### src/rtl/wb_initiator_if.sv
`default_nettype none
// ============================================================================
//  Module   : wb_bus_t
//  Brief    : Wishbone classic bus bundle with initiator and target modports.
//  Revision : 1.0
// ============================================================================
interface wb_bus_t;
    logic        wb_cyc;
    logic        wb_stb;
    logic        wb_we;
    logic [31:0] wb_adr;
    logic [31:0] wb_dat_ms;
    logic        wb_ack;
    logic        wb_err;
    logic [31:0] wb_dat_sm;

    modport master (
        output wb_cyc, wb_stb, wb_we, wb_adr, wb_dat_ms,
        input  wb_ack, wb_err, wb_dat_sm
    );

    modport slave (
        input  wb_cyc, wb_stb, wb_we, wb_adr, wb_dat_ms,
        output wb_ack, wb_err, wb_dat_sm
    );
endinterface
`default_nettype wire

### src/rtl/wb_initiator.sv
`default_nettype none
// ============================================================================
//  Module   : wb_initiator
//  Brief    : Single-access Wishbone initiator with valid/ready request and
//             response channels and a bounded wait for ack/err.
//  Revision : 1.0
// ============================================================================
module wb_initiator #(
    parameter int TIMEOUT = 16
) (
    input  wire logic        clk,
    input  wire logic        rstn_i,
    input  wire logic        req_valid_i,
    output logic             req_ready_o,
    input  wire logic        req_we_i,
    input  wire logic [31:0] req_adr_i,
    input  wire logic [31:0] req_dat_i,
    output logic             rsp_valid_o,
    input  wire logic        rsp_ready_i,
    output logic [31:0]      rsp_dat_o,
    output logic             rsp_err_o,
    output logic             rsp_timeout_o,
    output logic             busy_o,
    wb_bus_t.master          wb_bus
);

    localparam int                CNT_W       = $clog2(TIMEOUT + 1);
    localparam logic [CNT_W-1:0]  TIMEOUT_CNT = CNT_W'(TIMEOUT);

    typedef enum logic [1:0] {
        ST_IDLE = 2'd0,
        ST_BUS  = 2'd1,
        ST_RESP = 2'd2
    } state_t;

    state_t             state_q,   state_d;
    logic [CNT_W-1:0]   cnt_q,     cnt_d;
    logic               we_q,      we_d;
    logic [31:0]        adr_q,     adr_d;
    logic [31:0]        dat_q,     dat_d;
    logic [31:0]        rsp_dat_q, rsp_dat_d;
    logic               rsp_err_q, rsp_err_d;
    logic               rsp_to_q,  rsp_to_d;

    logic [CNT_W-1:0]   w_cnt_inc;
    logic               w_in_bus;

    assign w_cnt_inc = cnt_q + 1'b1;
    assign w_in_bus  = (state_q == ST_BUS);

    always_comb begin
        state_d   = state_q;
        cnt_d     = cnt_q;
        we_d      = we_q;
        adr_d     = adr_q;
        dat_d     = dat_q;
        rsp_dat_d = rsp_dat_q;
        rsp_err_d = rsp_err_q;
        rsp_to_d  = rsp_to_q;

        case (state_q)
            ST_IDLE: begin
                if (req_valid_i) begin
                    state_d = ST_BUS;
                    we_d    = req_we_i;
                    adr_d   = req_adr_i;
                    dat_d   = req_dat_i;
                    cnt_d   = '0;
                end
            end
            ST_BUS: begin
                if (wb_bus.wb_ack || wb_bus.wb_err) begin
                    // Simultaneous ack+err is reported as an error with no data.
                    state_d   = ST_RESP;
                    rsp_err_d = wb_bus.wb_err;
                    rsp_to_d  = 1'b0;
                    rsp_dat_d = (!we_q && wb_bus.wb_ack && !wb_bus.wb_err)
                                ? wb_bus.wb_dat_sm : 32'd0;
                end else begin
                    cnt_d = w_cnt_inc;
                    if (w_cnt_inc == TIMEOUT_CNT) begin
                        state_d   = ST_RESP;
                        rsp_err_d = 1'b1;
                        rsp_to_d  = 1'b1;
                        rsp_dat_d = 32'd0;
                    end
                end
            end
            ST_RESP: begin
                if (rsp_ready_i) begin
                    state_d   = ST_IDLE;
                    rsp_dat_d = 32'd0;
                    rsp_err_d = 1'b0;
                    rsp_to_d  = 1'b0;
                end
            end
            default: begin
                state_d = ST_IDLE;
            end
        endcase
    end

    always_ff @(posedge clk) begin
        if (!rstn_i) begin
            state_q   <= ST_IDLE;
            cnt_q     <= '0;
            we_q      <= 1'b0;
            adr_q     <= 32'd0;
            dat_q     <= 32'd0;
            rsp_dat_q <= 32'd0;
            rsp_err_q <= 1'b0;
            rsp_to_q  <= 1'b0;
        end else begin
            state_q   <= state_d;
            cnt_q     <= cnt_d;
            we_q      <= we_d;
            adr_q     <= adr_d;
            dat_q     <= dat_d;
            rsp_dat_q <= rsp_dat_d;
            rsp_err_q <= rsp_err_d;
            rsp_to_q  <= rsp_to_d;
        end
    end

    // Ready is masked by reset so nothing is offered while rstn_i is low.
    assign req_ready_o   = (state_q == ST_IDLE) && rstn_i;
    assign rsp_valid_o   = (state_q == ST_RESP);
    assign rsp_dat_o     = rsp_dat_q;
    assign rsp_err_o     = rsp_err_q;
    assign rsp_timeout_o = rsp_to_q;
    assign busy_o        = (state_q != ST_IDLE);

    assign wb_bus.wb_cyc    = w_in_bus;
    assign wb_bus.wb_stb    = w_in_bus;
    assign wb_bus.wb_we     = w_in_bus && we_q;
    assign wb_bus.wb_adr    = w_in_bus ? adr_q : 32'd0;
    assign wb_bus.wb_dat_ms = (w_in_bus && we_q) ? dat_q : 32'd0;

endmodule
`default_nettype wire

### src/flat_wrapper.sv
// flat-port wrapper written by rule: the top's interface ports become plain ports
module wb_initiator_flat 
#(
    parameter int TIMEOUT = 16
)
  (clk, rstn_i, req_valid_i, req_ready_o, req_we_i, req_adr_i, req_dat_i, rsp_valid_o, rsp_ready_i, rsp_dat_o, rsp_err_o, rsp_timeout_o, busy_o, wb_bus_wb_cyc, wb_bus_wb_stb, wb_bus_wb_we, wb_bus_wb_adr, wb_bus_wb_dat_ms, wb_bus_wb_ack, wb_bus_wb_err, wb_bus_wb_dat_sm);
  wb_bus_t wb_bus_i ();
  input  wire logic clk;
  input  wire logic rstn_i;
  input  wire logic req_valid_i;
  output logic req_ready_o;
  input  wire logic req_we_i;
  input  wire logic [31:0] req_adr_i;
  input  wire logic [31:0] req_dat_i;
  output logic rsp_valid_o;
  input  wire logic rsp_ready_i;
  output logic [31:0] rsp_dat_o;
  output logic rsp_err_o;
  output logic rsp_timeout_o;
  output logic busy_o;
  output wire logic [$bits(wb_bus_i.wb_cyc)-1:0] wb_bus_wb_cyc;
  output wire logic [$bits(wb_bus_i.wb_stb)-1:0] wb_bus_wb_stb;
  output wire logic [$bits(wb_bus_i.wb_we)-1:0] wb_bus_wb_we;
  output wire logic [$bits(wb_bus_i.wb_adr)-1:0] wb_bus_wb_adr;
  output wire logic [$bits(wb_bus_i.wb_dat_ms)-1:0] wb_bus_wb_dat_ms;
  input wire logic [$bits(wb_bus_i.wb_ack)-1:0] wb_bus_wb_ack;
  input wire logic [$bits(wb_bus_i.wb_err)-1:0] wb_bus_wb_err;
  input wire logic [$bits(wb_bus_i.wb_dat_sm)-1:0] wb_bus_wb_dat_sm;
  assign wb_bus_wb_cyc = wb_bus_i.wb_cyc;
  assign wb_bus_wb_stb = wb_bus_i.wb_stb;
  assign wb_bus_wb_we = wb_bus_i.wb_we;
  assign wb_bus_wb_adr = wb_bus_i.wb_adr;
  assign wb_bus_wb_dat_ms = wb_bus_i.wb_dat_ms;
  assign wb_bus_i.wb_ack = wb_bus_wb_ack;
  assign wb_bus_i.wb_err = wb_bus_wb_err;
  assign wb_bus_i.wb_dat_sm = wb_bus_wb_dat_sm;
  wb_initiator #(.TIMEOUT(TIMEOUT)) u_core (.clk(clk), .rstn_i(rstn_i), .req_valid_i(req_valid_i), .req_ready_o(req_ready_o), .req_we_i(req_we_i), .req_adr_i(req_adr_i), .req_dat_i(req_dat_i), .rsp_valid_o(rsp_valid_o), .rsp_ready_i(rsp_ready_i), .rsp_dat_o(rsp_dat_o), .rsp_err_o(rsp_err_o), .rsp_timeout_o(rsp_timeout_o), .busy_o(busy_o), .wb_bus(wb_bus_i));
endmodule
### config.mk
export PLATFORM = sky130hd
export DESIGN_NAME = wb_initiator_flat
export DESIGN_NICKNAME = d
export VERILOG_FILES = /design/src/rtl/wb_initiator_if.sv /design/src/rtl/wb_initiator.sv /design/src/flat_wrapper.sv
export SDC_FILE = /design/constraint.sdc
export NUM_CORES = 1
export LEC_CHECK = 0
export BUFFER_PORTS_ARGS = -buffer_cell sky130_fd_sc_hd__buf_4
export CORE_ASPECT_RATIO = 0.75
export CORE_MARGIN = 3
export CORE_UTILIZATION = 40
export CTS_CLUSTER_SIZE = 24
export DETAILED_ROUTE_END_ITERATION = 10
export GPL_TIMING_DRIVEN = 0
export PLACE_DENSITY_LB_ADDON = 0.15
export SYNTH_ARGS = -nofsm -noshare
export SYNTH_HDL_FRONTEND = slang
export SYNTH_SLANG_ARGS = --single-unit
### constraint.sdc
create_clock -name clk -period 1.8 [get_ports clk]
set_clock_uncertainty 0.05 [all_clocks]
set_input_delay 0.18 -clock clk [delete_from_list [all_inputs] [get_ports clk]]
set_output_delay 0.18 -clock clk [all_outputs]
set_load 0.02 [all_outputs]
==> Implementation_results.wiki <==
{| class="wikitable"
! Metric !! Value
|-
| Distinct cells, synth || 32
|-
| Worst endpoint required time || 1570 ps
|-
| Critical Path Slowest Stage Cell || sky130_fd_sc_hd__dfxtp_4
|-
| Global-route met3 utilization || 4.62%
|-
| IR Drop Worst-Case VDD || 0.394 mV
|-
| Worst setup slack before clock tree synthesis || -259 ps
|-
| First-pass GRT wire length || 21.7 mm
|-
| Min-delay src || wb_bus_wb_dat_sm[27]
|-
| Unrepaired setup endpoints after global routing || true
|-
| P_leak || 3.21 nW
|-
| Row Count || 33
|-
| Proportion of register bits with asynchronous set or reset after synthesis || 0%
|-
| Clock latency on the worst-skew pair || 340 ps
|-
| DRC errors left || 0
|-
| Post-layout net count || 890
|-
| Yosys Warn Count || 0
|-
| Flop2flop setup slack || 90 ps
|-
| Type of element capturing the critical path || output port
|-
| Cell family with most CP delay || buffers and inverters
|-
| Number of H-tree levels || 3
|-
| Gate count of the mapped netlist || 560
|-
| Number of antenna-violating nets in the routed design || 0
|-
| Total grt overflow || 0
|-
| Proportion of power drawn by combinational gates || 16.5%
|-
| Cell type contributing the most total cell area after synthesis || sky130_fd_sc_hd__dfxtp_1
|-
| Final-report hold violation count || 0
|-
| Cell-internal power || 4.21 mW
|-
| Outcome || completed
|-
| Final wirelength || 14.0 mm
|-
| Most Used Layer, Global Route || met2
|-
| Capture point of the worst reg-to-reg path || u_core.rsp_dat_o[17]$_SDFFE_PN0P_
|-
| Synthesized Nets || 664
|-
| Gr usage total || 21.0%
|-
| Crit Reg-Reg Startpoint || u_core.state_q[0]$_SDFFE_PN0P_
|-
| Power share of the sequential group || 45.3%
|-
| Largest stage delay on the critical path || 360 ps
|-
| Switching share of power || 24.3%
|-
| WS Path Type || flip-flop to output port
|-
| 1st-iter DRT viols || 157
|-
| CTS tree || yes
|-
| Final setup violating endpoints || 0
|-
| Share of power burned in the clock network || 38.2%
|-
| Period Utilization, post-route || 99.7%
|-
| Worst EP arrival || 1570 ps
|-
| CTS buffer count || 9
|-
| Area of all placed cells without fillers || 7100 um2
|-
| Most used standard cell by instance count after synthesis || sky130_fd_sc_hd__nand2_1
|-
| Dominant register cell in the synthesized netlist || sky130_fd_sc_hd__dfxtp_1
|-
| Total die area || 13000 um2
|-
| Leading cell types by count after synthesis || sky130_fd_sc_hd__nand2_1 (198), sky130_fd_sc_hd__dfxtp_1 (106), sky130_fd_sc_hd__a21boi_0 (65)
|-
| Die height || 99.5 um
|-
| First-pass detailed-route iteration total || 4
|-
| Sequential share of the synthesized area || 45.5%
|-
| Proportion of netlist area held by the largest area contributor || 45.5%
|-
| Post-DR vias/cell || 4.88
|-
| Category of the worst setup path launch point || flip-flop
|-
| Clock Tree Root || sky130_fd_sc_hd__clkbuf_16
|-
| Number of instances on the worst hold path || 3
|-
| Count of buffers from port buffering || 205
|-
| Average cell area after synthesis || 8.33 um2
|-
| Total number of vias || 4538
|-
| Boundary pin count || 207
|-
| FF+latch count, synth || 106
|-
| Number of sinks handled by clock tree synthesis || 106
|-
| Footprint of the multi-input gates || 2390 um2
|-
| Final worst path period need || 1800 ps
|-
| Number of enable flip-flop cells after synthesis || 0
|-
| Post-Synthesis Cell Area || 4670 um2
|-
| Gpl congestion || 0.824
|-
| Buffer depth of the longest clock path || 2
|-
| Buf+Inv Stages, Crit Path || 4
|-
| Power density relative to cell area || 785 nW/um2
|-
| Clock transition at path regs || 70 ps
|-
| GRT met2 Usage || 32.6%
|-
| Initial Util || 41.9%
|-
| Die Wd || 131 um
|-
| Cell-by-cell listing of the critical path || nor2b_4 > buf_12 > clkbuf_16 > buf_12 > and3_1 > buf_6
|-
| GRT met1 Usage || 28.8%
|-
| Type of the most critical hold path || input pin to flip-flop
|-
| Ratio of cells with drive above 1 in the final layout || 37.6%
|-
| Main area contributors after synthesis || sky130_fd_sc_hd__dfxtp_1 (45%), sky130_fd_sc_hd__nand2_1 (16%), sky130_fd_sc_hd__a21boi_0 (10%), sky130_fd_sc_hd__mux2i_1 (6.7%), sky130_fd_sc_hd__and2_1 (4.7%)
|-
| MaxCap Viol Count || 0
|-
| Worst-path fanout max || 8
|-
| Wirelength per Cell || 15.0 um
|-
| Power dissipated by switching net loads || 1.36 mW
|-
| Number of global-route vias before repair || 4382
|-
| Slew at the pin with the worst max-slew slack || 689 ps
|-
| Maximum number of pins on one net before global-route repair || 17
|-
| Max-slew violation count || 0
|-
| Post-route worst setup slack || 4.80 ps
|-
| Number of filler instances in the final layout || 982
|-
| Total power of the final layout || 5.57 mW
|-
| Reg area || 2130 um2
|-
| Register-to-Register Path Depth || 8
|-
| Relative slew slack || 54.1%
|-
| Number of antenna violations at the first check in global routing || 0
|-
| Most frequent CP cell || sky130_fd_sc_hd__buf_12
|-
| Estimated wirelength of the detail-placed design || 10.4 mm
|-
| Area of the core || 11100 um2
|-
| Area post-placement || 6380 um2
|-
| Peak clock frequency supported by timing || 0.557 GHz
|-
| Synthesis-to-layout area growth || 52.1%
|-
| Number of diodes added for antenna fixing || 0
|-
| Endpoint of the worst hold path || u_core.rsp_dat_o[27]$_SDFFE_PN0P_
|}
-- power by group through the flow --
stage / logic (mW) / registers, mW / clock network [mW]
after floorplan: 0.441 / 2.57 / 0
after detailed placement: 0.823 / 2.57 / 0
final: 0.916 / 2.52 / 2.13
after CTS: 0.890 / 2.52 / 2.22
after global routing: 1.00 / 2.54 / 2.28
after global placement: 0.803 / 2.57 / 0
-- area by class of cell --
class / count / area share (%)
Inverter: 2 / 0.106
Clock inverter: 4 / 1.06
Clock buffer: 11 / 3.56
Sequential cell: 106 / 30.0
Timing Repair Buffer: 215 / 24.6
Tap cell: 140 / 2.47
Buffer: 44 / 4.55
Multi-Input combinational cell: 408 / 33.6
-- metal layers --
metal | routed length [um] | vias to the layer above
li1 | - | 2278
met1 | 6450 | 2089
met2 | 6430 | 157
met3 | 911 | 14
met4 | 193 | 0
met5 | 0 | -
-- sequential cells by signal, indices dropped and copies added (netlist names) --
signal and cells:
u_core.rsp_dat_o 32, u_core.dat_q 32, u_core.rsp_err_o 1, u_core.we_q 1, u_core.cnt_q 5, u_core.rsp_timeout_o 1
u_core.state_q 2, u_core.adr_q 32
-- worst reg2reg max path, cell delays in order, from the launching register on --
cell and delay [ps]:
sky130_fd_sc_hd__dfxtp_4 360, sky130_fd_sc_hd__nor2b_4 160, sky130_fd_sc_hd__buf_12 130, sky130_fd_sc_hd__nand3_2 110, sky130_fd_sc_hd__o21ai_4 180, sky130_fd_sc_hd__nand2b_4 150
sky130_fd_sc_hd__buf_8 130, sky130_fd_sc_hd__buf_12 150, sky130_fd_sc_hd__mux2i_1 210
-- timing repair --
| action | CTS | global route |
|---|---|---|
| hold buffers | 1 | 0 |
| resized for setup | 55 | 46 |
| endpoints found under the hold margin | 1 | 0 |
| endpoints found under the setup margin | 126 | 127 |
| gates cloned | 2 | 0 |
| pin swaps | 0 | 16 |
| setup buffers | 4 | 3 |
-- kinds of logic after synthesis --
| kind of cell | share of synthesized area, % |
|---|---|
| adder cells (fa/ha/maj) | 0.268 |
| flip-flops | 45.5 |
| multiplexers | 6.65 |
| buffers and inverters | 5.34 |
| AO/OA/AOI/OAI | 13.5 |
| AND/OR/NAND/NOR | 28.7 |
-- through the flow --
step | TNS, ps | utilization (%) | instances | hold WS [ps]
finish | 0 | 63.6 | 930 | 39.9
global placement | -4930 | 57.2 | 905 | 357
CTS | -74.2 | 62.5 | 927 | 15.9
floorplan | 0 | - | 560 | 267
global route | -693 | 63.6 | 930 | 31.3
detailed placement | -7780 | 57.2 | 905 | 368
-- placed cells by master (no fill, tap or decap), types with 7 or more instances in the layout --
| master | count |
|---|---|
| sky130_fd_sc_hd__mux2i_1 | 30 |
| sky130_fd_sc_hd__clkbuf_2 | 7 |
| sky130_fd_sc_hd__nand2_1 | 198 |
| sky130_fd_sc_hd__dfxtp_1 | 102 |
| sky130_fd_sc_hd__clkbuf_1 | 15 |
| sky130_fd_sc_hd__clkbuf_16 | 10 |
| sky130_fd_sc_hd__buf_4 | 190 |
| sky130_fd_sc_hd__and3_1 | 29 |
| sky130_fd_sc_hd__o21ai_0 | 8 |
| sky130_fd_sc_hd__and2_1 | 15 |
| sky130_fd_sc_hd__buf_6 | 26 |
| sky130_fd_sc_hd__and2_4 | 20 |
| sky130_fd_sc_hd__a21boi_0 | 65 |
| sky130_fd_sc_hd__buf_2 | 7 |
-- worst max path at each step --
stage                                              start                                to  slack, ps  cells past startpoint
final                     u_core.state_q[0]$_SDFFE_PN0P_               wb_bus_wb_dat_ms[0]          5                      6
after global routing      u_core.state_q[0]$_SDFFE_PN0P_               wb_bus_wb_dat_ms[1]        -60                      6
after CTS                 u_core.state_q[0]$_SDFFE_PN0P_                  wb_bus_wb_adr[2]        -10                      6
after detailed placement  u_core.state_q[0]$_SDFFE_PN0P_                 wb_bus_wb_adr[17]       -260                      5
after global placement    u_core.state_q[0]$_SDFFE_PN0P_                 wb_bus_wb_adr[14]       -210                      5
after floorplan             u_core.cnt_q[0]$_SDFFE_PN0P_  u_core.rsp_dat_o[0]$_SDFFE_PN0P_        230                      7
No activity file was read; power rests on OpenSTA's default activity.
